File: config.mk
export PLATFORM = sky130hd
export DESIGN_NAME = log_capture_sched
export DESIGN_NICKNAME = d
export VERILOG_FILES = /design/src/rtl/log_capture_sched.sv
export SDC_FILE = /design/constraint.sdc
export NUM_CORES = 1
export LEC_CHECK = 0
export BUFFER_PORTS_ARGS = -buffer_cell sky130_fd_sc_hd__buf_2
export CORE_AREA = 8 8 87 105
export CTS_CLUSTER_DIAMETER = 40
export DETAILED_ROUTE_END_ITERATION = 7
export DIE_AREA = 0 0 95 113
export PLACE_DENSITY = 0.74
export SLEW_MARGIN = 40
export SYNTH_ARGS = -nofsm -noshare
export SYNTH_HDL_FRONTEND = slang
export SYNTH_SLANG_ARGS = --single-unit
File: constraint.sdc
create_clock -name vga_clk -period 2.6 [get_ports vga_clk]
set_clock_uncertainty 0.2 [all_clocks]
set_input_delay 0.78 -clock vga_clk [delete_from_list [all_inputs] [get_ports vga_clk]]
set_output_delay 0.78 -clock vga_clk [all_outputs]
set_load 0.02 [all_outputs]
File: src/rtl/log_capture_sched.sv
// Frame-capture scheduler: gates whole video frames from the live stream to the frame logger.
// Optional geometry checker enabled by defining FRAME_CHECK_EN.
module log_capture_sched #(
  parameter int unsigned DW    = 32,
  parameter int unsigned CNT_W = 8,
  parameter int unsigned PIX_W = 20
) (
  input  logic             vga_clk,
  input  logic             vga_rst_n,
  input  logic             vga_vs,
  input  logic             vga_de,
  input  logic [DW-1:0]    vga_data,
  input  logic             cap_start,
  input  logic             cap_abort,
  input  logic [CNT_W-1:0] cap_frames,
  input  logic [CNT_W-1:0] cap_skip,
  input  logic [PIX_W-1:0] exp_pixels,
  output logic             log_vs,
  output logic             log_de,
  output logic [DW-1:0]    log_data,
  output logic             cap_busy,
  output logic             cap_done,
  output logic [CNT_W-1:0] frame_idx,
  output logic             cap_err
);

  localparam int unsigned CW1 = CNT_W + 1;

  typedef enum logic [2:0] {
    ST_IDLE,
    ST_ARM,
    ST_CAPT,
    ST_SKIP,
    ST_DONE
  } state_e;

  state_e           state_q, state_d;
  logic             vs_q;
  logic [CNT_W-1:0] frames_q, frames_d;
  logic [CNT_W-1:0] skip_q, skip_d;
  logic [CNT_W-1:0] skip_cnt_q, skip_cnt_d;
  logic [CNT_W-1:0] frame_idx_q, frame_idx_d;
  logic             log_vs_q, log_vs_d;
  logic             log_de_q, log_de_d;
  logic [DW-1:0]    log_data_q;
  logic             busy_q, busy_d;
  logic             done_q, done_d;
  logic             sof_c, eof_c, last_frame_c;

  assign sof_c        = vga_vs & ~vs_q;
  assign eof_c        = ~vga_vs & vs_q;
  assign last_frame_c = (CW1'(frame_idx_q) + CW1'(1)) == CW1'(frames_q);

  // Next-state and registered-output logic
  always_comb begin
    state_d     = state_q;
    frames_d    = frames_q;
    skip_d      = skip_q;
    skip_cnt_d  = skip_cnt_q;
    frame_idx_d = frame_idx_q;
    unique case (state_q)
      ST_IDLE: begin
        if (cap_start) begin
          frames_d    = cap_frames;
          skip_d      = cap_skip;
          frame_idx_d = '0;
          state_d     = (cap_frames == '0) ? ST_DONE : ST_ARM;
        end
      end
      ST_ARM: begin
        if (cap_abort)  state_d = ST_DONE;
        else if (sof_c) state_d = ST_CAPT;
      end
      ST_CAPT: begin
        if (cap_abort) begin
          state_d = ST_DONE;
        end else if (eof_c) begin
          if (frame_idx_q != '1) frame_idx_d = frame_idx_q + CNT_W'(1);
          if (last_frame_c) begin
            state_d = ST_DONE;
          end else if (skip_q == '0) begin
            state_d = ST_ARM;
          end else begin
            skip_cnt_d = skip_q;
            state_d    = ST_SKIP;
          end
        end
      end
      ST_SKIP: begin
        if (cap_abort) begin
          state_d = ST_DONE;
        end else if (eof_c) begin
          skip_cnt_d = skip_cnt_q - CNT_W'(1);
          if (skip_cnt_q == CNT_W'(1)) state_d = ST_ARM;
        end
      end
      ST_DONE: state_d = ST_IDLE;
      default: state_d = ST_IDLE;
    endcase

    // Gate on the state being entered so abort drops log_vs on the same edge
    log_vs_d = (state_d == ST_CAPT) & vga_vs;
    log_de_d = log_vs_d & vga_de;
    busy_d   = (state_d != ST_IDLE);
    done_d   = (state_q == ST_DONE);
  end

  always_ff @(posedge vga_clk) begin
    if (!vga_rst_n) begin
      state_q     <= ST_IDLE;
      vs_q        <= 1'b0;
      frames_q    <= '0;
      skip_q      <= '0;
      skip_cnt_q  <= '0;
      frame_idx_q <= '0;
      log_vs_q    <= 1'b0;
      log_de_q    <= 1'b0;
      log_data_q  <= '0;
      busy_q      <= 1'b0;
      done_q      <= 1'b0;
    end else begin
      state_q     <= state_d;
      vs_q        <= vga_vs;
      frames_q    <= frames_d;
      skip_q      <= skip_d;
      skip_cnt_q  <= skip_cnt_d;
      frame_idx_q <= frame_idx_d;
      log_vs_q    <= log_vs_d;
      log_de_q    <= log_de_d;
      log_data_q  <= vga_data;
      busy_q      <= busy_d;
      done_q      <= done_d;
    end
  end

  assign log_vs    = log_vs_q;
  assign log_de    = log_de_q;
  assign log_data  = log_data_q;
  assign cap_busy  = busy_q;
  assign cap_done  = done_q;
  assign frame_idx = frame_idx_q;

`ifdef FRAME_CHECK_EN
  logic [PIX_W-1:0] pix_cnt_q, pix_cnt_d;
  logic             err_q, err_d;

  // Count logged pixels per frame; flag a mismatch against the expected size at EOF
  always_comb begin
    pix_cnt_d = pix_cnt_q;
    err_d     = err_q;
    if (sof_c) begin
      pix_cnt_d = log_de_d ? PIX_W'(1) : '0;
    end else if (log_de_d && (pix_cnt_q != '1)) begin
      pix_cnt_d = pix_cnt_q + PIX_W'(1);
    end
    if ((state_q == ST_IDLE) && cap_start) begin
      err_d = 1'b0;
    end else if ((state_q == ST_CAPT) && eof_c && (pix_cnt_q != exp_pixels)) begin
      err_d = 1'b1;
    end
  end

  always_ff @(posedge vga_clk) begin
    if (!vga_rst_n) begin
      pix_cnt_q <= '0;
      err_q     <= 1'b0;
    end else begin
      pix_cnt_q <= pix_cnt_d;
      err_q     <= err_d;
    end
  end

  assign cap_err = err_q;
`else
  logic unused_exp_pixels_c;
  assign unused_exp_pixels_c = ^exp_pixels;
  assign cap_err             = 1'b0;
`endif

endmodule

**After elaboration in Yosys (flattened, before gate mapping)**

Cells that the tools add are included.

- Bitwise gates (word level): 6
- Muxes and demuxes: 24
- Equal/unequal tests: 16
- Add/subtract/negate cells: 3
- Reduce and logical (&&, ||, !) cells: 9

Operator list:

| operator | number |
|---|---|
| 8-bit 2-to-1 mux | 10 |
| 8-bit case mux with 2 select lines | 2 |
| 3-bit 2-to-1 mux | 10 |
| 8-bit zero test | 2 |
| 2-bit != test, second input constant | 8 |
| 3-bit case mux with 4 select lines | 1 |
| 8-bit by 1-bit adder with 9-bit output, second input constant | 1 |
| 3-bit by 2-bit equality test with 1-bit output, second input constant | 3 |
| 9-bit by 8-bit equality test with 1-bit output | 1 |
| 8-bit by 1-bit adder with 8-bit output, second input constant | 1 |
| 8-bit by 1-bit equality test with 1-bit output, second input constant | 1 |
| 8-bit != test, second input constant | 1 |
| 8-bit by 1-bit subtractor with 8-bit output, second input constant | 1 |
| 7-bit AND reduction | 1 |
| 5-bit AND reduction | 1 |
| 1-bit bitwise AND | 4 |
| 2-bit nonzero test | 2 |
| 3-bit by 1-bit equality test with 1-bit output, second input constant | 1 |
| 3-bit equality test, second input constant | 1 |
| 3-bit zero test | 1 |
| 3-bit nonzero test | 1 |
| 2-bit 2-to-1 mux | 1 |
| 1-bit NOT | 2 |
| 2-bit AND reduction | 1 |

- Input port bits: 74
- Word-level logic and storage cells: 69
- Register bits: 72
- Output and inout bits: 45

**Longest topological paths before layout**

- Depth in word-level cells: 9
- Mapped depth: 9
- Depth with buffers taken out: 7

**Least setup slack after synthesis**

No wires, ideal clock.

- Path type: register to register
- Start point: reg frame_idx_q[0] (netlist: frame_idx[0])
- End point: reg skip_cnt_q[3]
- Slack: -49 ps
- Path buffers: 1
- Arrival time: 2380 ps
- Library setup time: 69 ps
- Stages on the path, launching flop included: 9
- Required time: 2331 ps
- Period minus slack after synthesis: 2649 ps
- Path through: dfxtp_1 ha_1 clkbuf_1 nand2_1 or3_1 a221o_1 nor4b_2 o211ai_1 o21ai_1

- Longest elaborated chain between the ends: 4

Ends and longest elaborated chain:

| item | line | source |
|---|---|---|
| from (decl) | 42 | `logic [CNT_W-1:0] frame_idx_q, frame_idx_d;` |
| from (signal assigned) | 127 | `frame_idx_q <= frame_idx_d;` |
| 8-bit by 1-bit adder with 9-bit output | 52 | `assign last_frame_c = (CW1'(frame_idx_q) + CW1'(1)) == CW1'(frames_q);` |
| 9-bit by 8-bit equality test with 1-bit output | 52 |  |
| 2-bit != test (no source line) | - |  |
| 7-bit AND reduction (no source line) | - |  |
| to (signal assigned) | 126 | `skip_cnt_q <= skip_cnt_d;` |
| to (decl) | 41 | `logic [CNT_W-1:0] skip_cnt_q, skip_cnt_d;` |

Every way passes these cells.
A chain may end at the register's enable or synchronous reset.

**Final worst setup path**

- Start point: reg frame_idx_q[2] (netlist: frame_idx[2])
- End point: reg log_vs_q (netlist: log_vs)

- Longest elaborated chain between the ends: 8

Ends and longest elaborated chain:

| item | line | source |
|---|---|---|
| 8-bit by 1-bit adder with 9-bit output | 52 |  |
| 9-bit by 8-bit equality test with 1-bit output | 52 |  |
| 3-bit 2-to-1 mux | 79 | `if (last_frame_c) begin` |
| 3-bit 2-to-1 mux | 77 | `end else if (eof_c) begin` |
| 3-bit 2-to-1 mux | 75 | `if (cap_abort) begin` |
| 3-bit case mux with 4 select lines | 61 | `unique case (state_q)` |
| 3-bit by 2-bit equality test with 1-bit output | 102 | `log_vs_d = (state_d == ST_CAPT) & vga_vs;` |
| 1-bit bitwise AND | 102 |  |
| to (signal assigned) | 128 | `log_vs_q <= log_vs_d;` |
| to (decl) | 43 | `logic log_vs_q, log_vs_d;` |

Every way passes these cells.

==> flow_metrics.py <==
metrics = {
    "critical_path": {
        "path_buf_inv": 0,
        "r2r-end": "log_vs$_SDFF_PN0_",
        "r2r_start": "frame_idx[2]$_SDFFE_PN0P_",
        "cp.arrival_ps": 2510,
        "r2r_slack_ps": 160,
        "crit_cells": 6,
        "crit_family": "simple AND/OR/NAND/NOR gates",
        "path_cells": "nand3_2, or4_4, o21a_1, and4b_1, o31a_1, nor3b_1",
        "crit_slowest_cell": "dfxtp_1",
        "critPathLaunchType": "flip-flop",
        "reg2reg_depth": 6,
        "crit_type": "flip-flop to flip-flop",
        "worstPathMaxFanout": 9,
        "endpoint_kind": "flip-flop",
        "critPathRequiredTime_ps": 2670,
        "slowest_delay_ps": 520,
    },
    "min_path": {
        "hold_start": "skip_cnt_q[7]$_SDFFE_PN0P_",
        "hold_path.class": "flip-flop to flip-flop",
        "holdPathStages": 2,
        "holdPathEnd": "skip_cnt_q[7]$_SDFFE_PN0P_",
    },
    "clock_tree": {
        "root_buffer": "clkbuf_8",
        "cts_buffer_depth": 2,
        "cts_setup_buffers": 0,
        "ctsHoldBuffers": 0,
        "cts_resized": 0,
        "cts_tree": "built",
        "clk_pin_slew_ps": 90,
        "cts_sinks": 72,
        "cts_buffers": 9,
        "insertion_delay_ps": 340,
        "ctsHtreeMaxLevel": 3,
    },
    "synth": {
        "synth_fp_nets": 449,
        "yosysWarnings": 0,
        "synthAdderAreaFrac_pct": 1.18,
        "yosys.area_share.simple_pct": 27.6,
        "synth_xor_area_share_pct": 3.02,
        "synth_compound_area_share_pct": 18.8,
        "synth.distinct_cells": 55,
        "synth-async-reset-ratio_pct": 0,
        "netlist_area_um2": 3190,
        "postSynthAreaPerCell_um2": 8.57,
        "synth_seq_cells": 72,
        "synth_top_family_by_area": "simple AND/OR/NAND/NOR gates",
        "syn_inst": 372,
        "synthFlopType": "dfxtp_1",
        "yosysSeqAreaShare_pct": 45.2,
        "synth-edff-count": 0,
        "synthMuxAreaShare_pct": 0.314,
    },
    "sta": {
        "hold_viol_final": 0,
        "tns_ps": 0,
        "max_freq_ghz": 0.410,
        "setup_violations": 0,
        "fin_crit_sh_pct": 93.8,
        "relSlewSlack_pct": 60.2,
        "worst_pin_slew_ps": 597,
        "post-route-min-period_ps": 2440,
        "slew_violations": 0,
        "rsz0062_at_grt": "no",
    },
    "routing": {
        "route.vias.total": 2981,
        "ant_nets": 0,
        "vias_per_cell": 5.20,
        "dr.pass1.iters": 8,
        "dr.first_iter.drc_count": 138,
        "routed_wl_um": 8160,
        "drc": 0,
        "wire_per_inst_um": 14.2,
    },
    "power": {
        "cellLeakagePower_nw": 1.76,
        "p_per_area_nw_per_um2": 575,
        "peakVddDrop_mv": 0.449,
    },
    "flow_run": {
        "cap_violations": 0,
    },
    "layout": {
        "insertedDiodeCount": 0,
        "drive_above_1_share_pct": 29.5,
        "layoutNonFillerInstCount": 573,
        "area_delta_synth_final_pct": 25.9,
        "fin_nets": 553,
    },
    "run_status": {
        "status": "finished clean",
    },
    "grt": {
        "grt_pass1_vias": 2964,
        "antenna_found_initial": 0,
        "grt_max_degree": 45,
        "grt_util_all_layers_pct": 15.4,
        "gr-total-overflow": 0,
        "grt_first_pass_wirelength_um": 13300,
    },
    "placement": {
        "place_hpwl_um": 6140,
        "port_buffers": 97,
        "dp_cells": 557,
        "gp_congestion": 0.862,
    },
    "floorplan": {
        "core_um2": 7490,
        "num_rows": 35,
        "die_w_um": 95,
        "ios": 119,
        "die_h_um": 113,
        "start_util_pct": 42.6,
        "fp.dieArea_um2": 10700,
    },
}
worst reg2reg max path, delay by kind of cell (launching register included):
family           cells  cell delay, ps
AO/OA/AOI/OAI        2             470
AND/OR/NAND/NOR      4            1190
flip-flops           1             520
sequential cells by signal, summed over array words and instances, names as in the netlist:
| name | count |
|---|---|
| skip_cnt_q | 8 |
| state_q | 3 |
| log_vs | 1 |
| log_de | 1 |
| frames_q | 8 |
| log_data | 32 |
| cap_busy | 1 |
| cap_done | 1 |
| skip_q | 8 |
| vs_q | 1 |
| frame_idx | 8 |
cells by family (layout without fill, tap and decap cells):
family,count (synthesis),in the layout
and+or+nand+nor,170,170
other,1,1
AOI/OAI and AO/OA,86,86
buffers and inverters,28,137
DFF,72,72
xor gates and xnor gates,11,11
muxes,1,1
adders and majority gates,3,3
cell usage after synthesis, drive strengths merged, types with 2 or more instances:
library cell | instances | area (um^2)
nand3 | 13 | 70.1
nor2 | 16 | 60.1
nor2b | 4 | 25.0
o21ai | 19 | 95.1
nand3b | 2 | 15.0
or4 | 4 | 33.8
o2111ai | 3 | 26.3
nor4 | 4 | 25.0
a21oi | 7 | 35.0
a31oi | 4 | 25.0
a21boi | 21 | 158
o21a | 6 | 45.0
a22o | 2 | 17.5
or3 | 2 | 12.5
o221a | 2 | 22.5
dfxtp | 72 | 1440
and2 | 34 | 213
nand2 | 62 | 233
nor3b | 4 | 30.0
xor2 | 4 | 35.0
clkbuf | 18 | 68.8
buf | 4 | 28.8
and3 | 4 | 25.0
inv | 6 | 22.5
nor3 | 10 | 50.1
o211ai | 5 | 37.5
xnor2 | 7 | 61.3
or2 | 2 | 12.5
o211a | 2 | 20.0
o22ai | 5 | 31.3
nand2b | 3 | 18.8
ha | 3 | 37.5
and4 | 2 | 17.5
cell usage in the layout (no fill, tap or decap), types with 2 or more instances in the layout:
cell type and instances:
nor4_1 4, o211a_1 2, dfxtp_2 2, clkinv_4 2, clkbuf_8 9, buf_4 18
nor3_1 10, and3_1 4, nor2_1 16, inv_6 3, o21ai_1 3, o21a_1 6
and4_1 2, o22ai_1 5, xor2_1 4, buf_2 97, inv_1 6, nand2b_1 3
nand3b_1 2, a21oi_1 7, or3_1 2, nor2b_1 4, or2_2 2, xnor2_1 7
o221a_2 2, nand2_1 62, or4_1 3, ha_1 3, o2111ai_1 3, a22o_1 2
and2_1 34, a31oi_1 4, o21ai_0 16, o211ai_1 5, nand3_1 12, nor3b_1 4
a21boi_0 21, dfxtp_1 70
layout make-up:
class / count / area, um^2
inverters: 6 / 22.5
clock buffers: 9 / 124
flip-flops and latches: 72 / 1440
well taps: 92 / 115
multi-input cells: 272 / 1630
fillers: 722 / 3470
clock inverters: 7 / 62.6
repair buffers: 115 / 621
power by group:
group	internal [mW]	switching, mW	total (mW)
logic	0.125	0.171	0.295
clock network	0.366	0.465	0.831
registers	1.15	0.0295	1.18
total	1.65	0.665	2.31
layer usage:
metal	global-route usage (%)	wire length (um)	vias up
li1	-	-	1501
met1	17.4	3400	1371
met2	25.9	4010	101
met3	3.58	635	8
met4	8.04	119	0
met5	0	0	-
worst max path at each step:
stage / to / start
6_report: log_vs$_SDFF_PN0_ / frame_idx[2]$_SDFFE_PN0P_
5_1_grt: log_vs$_SDFF_PN0_ / frame_idx[0]$_SDFFE_PN0P_
4_1_cts: log_vs$_SDFF_PN0_ / frame_idx[2]$_SDFFE_PN0P_
3_5_place_dp: frame_idx[2]$_SDFFE_PN0P_ / vga_vs
3_3_place_gp: frame_idx[2]$_SDFFE_PN0P_ / vga_vs
2_1_floorplan: skip_cnt_q[3]$_SDFFE_PN0P_ / frame_idx[0]$_SDFFE_PN0P_
metrics by stage:
stage          instance area [um^2]  setup slack, ps  hold slack, ps  utilization, %  total power, mW
2_1_floorplan                  3190             95.1             247               -             1.39
3_3_place_gp                   3830              163             256            51.1             1.50
3_5_place_dp                   3830              132             274            51.1             1.51
4_1_cts                        4020              179             289            53.6             2.34
5_1_grt                        4020             7.88             305            53.6             2.43
6_report                       4020              160             287            53.6             2.31
Note: power is estimated with default switching activity, not from simulation.
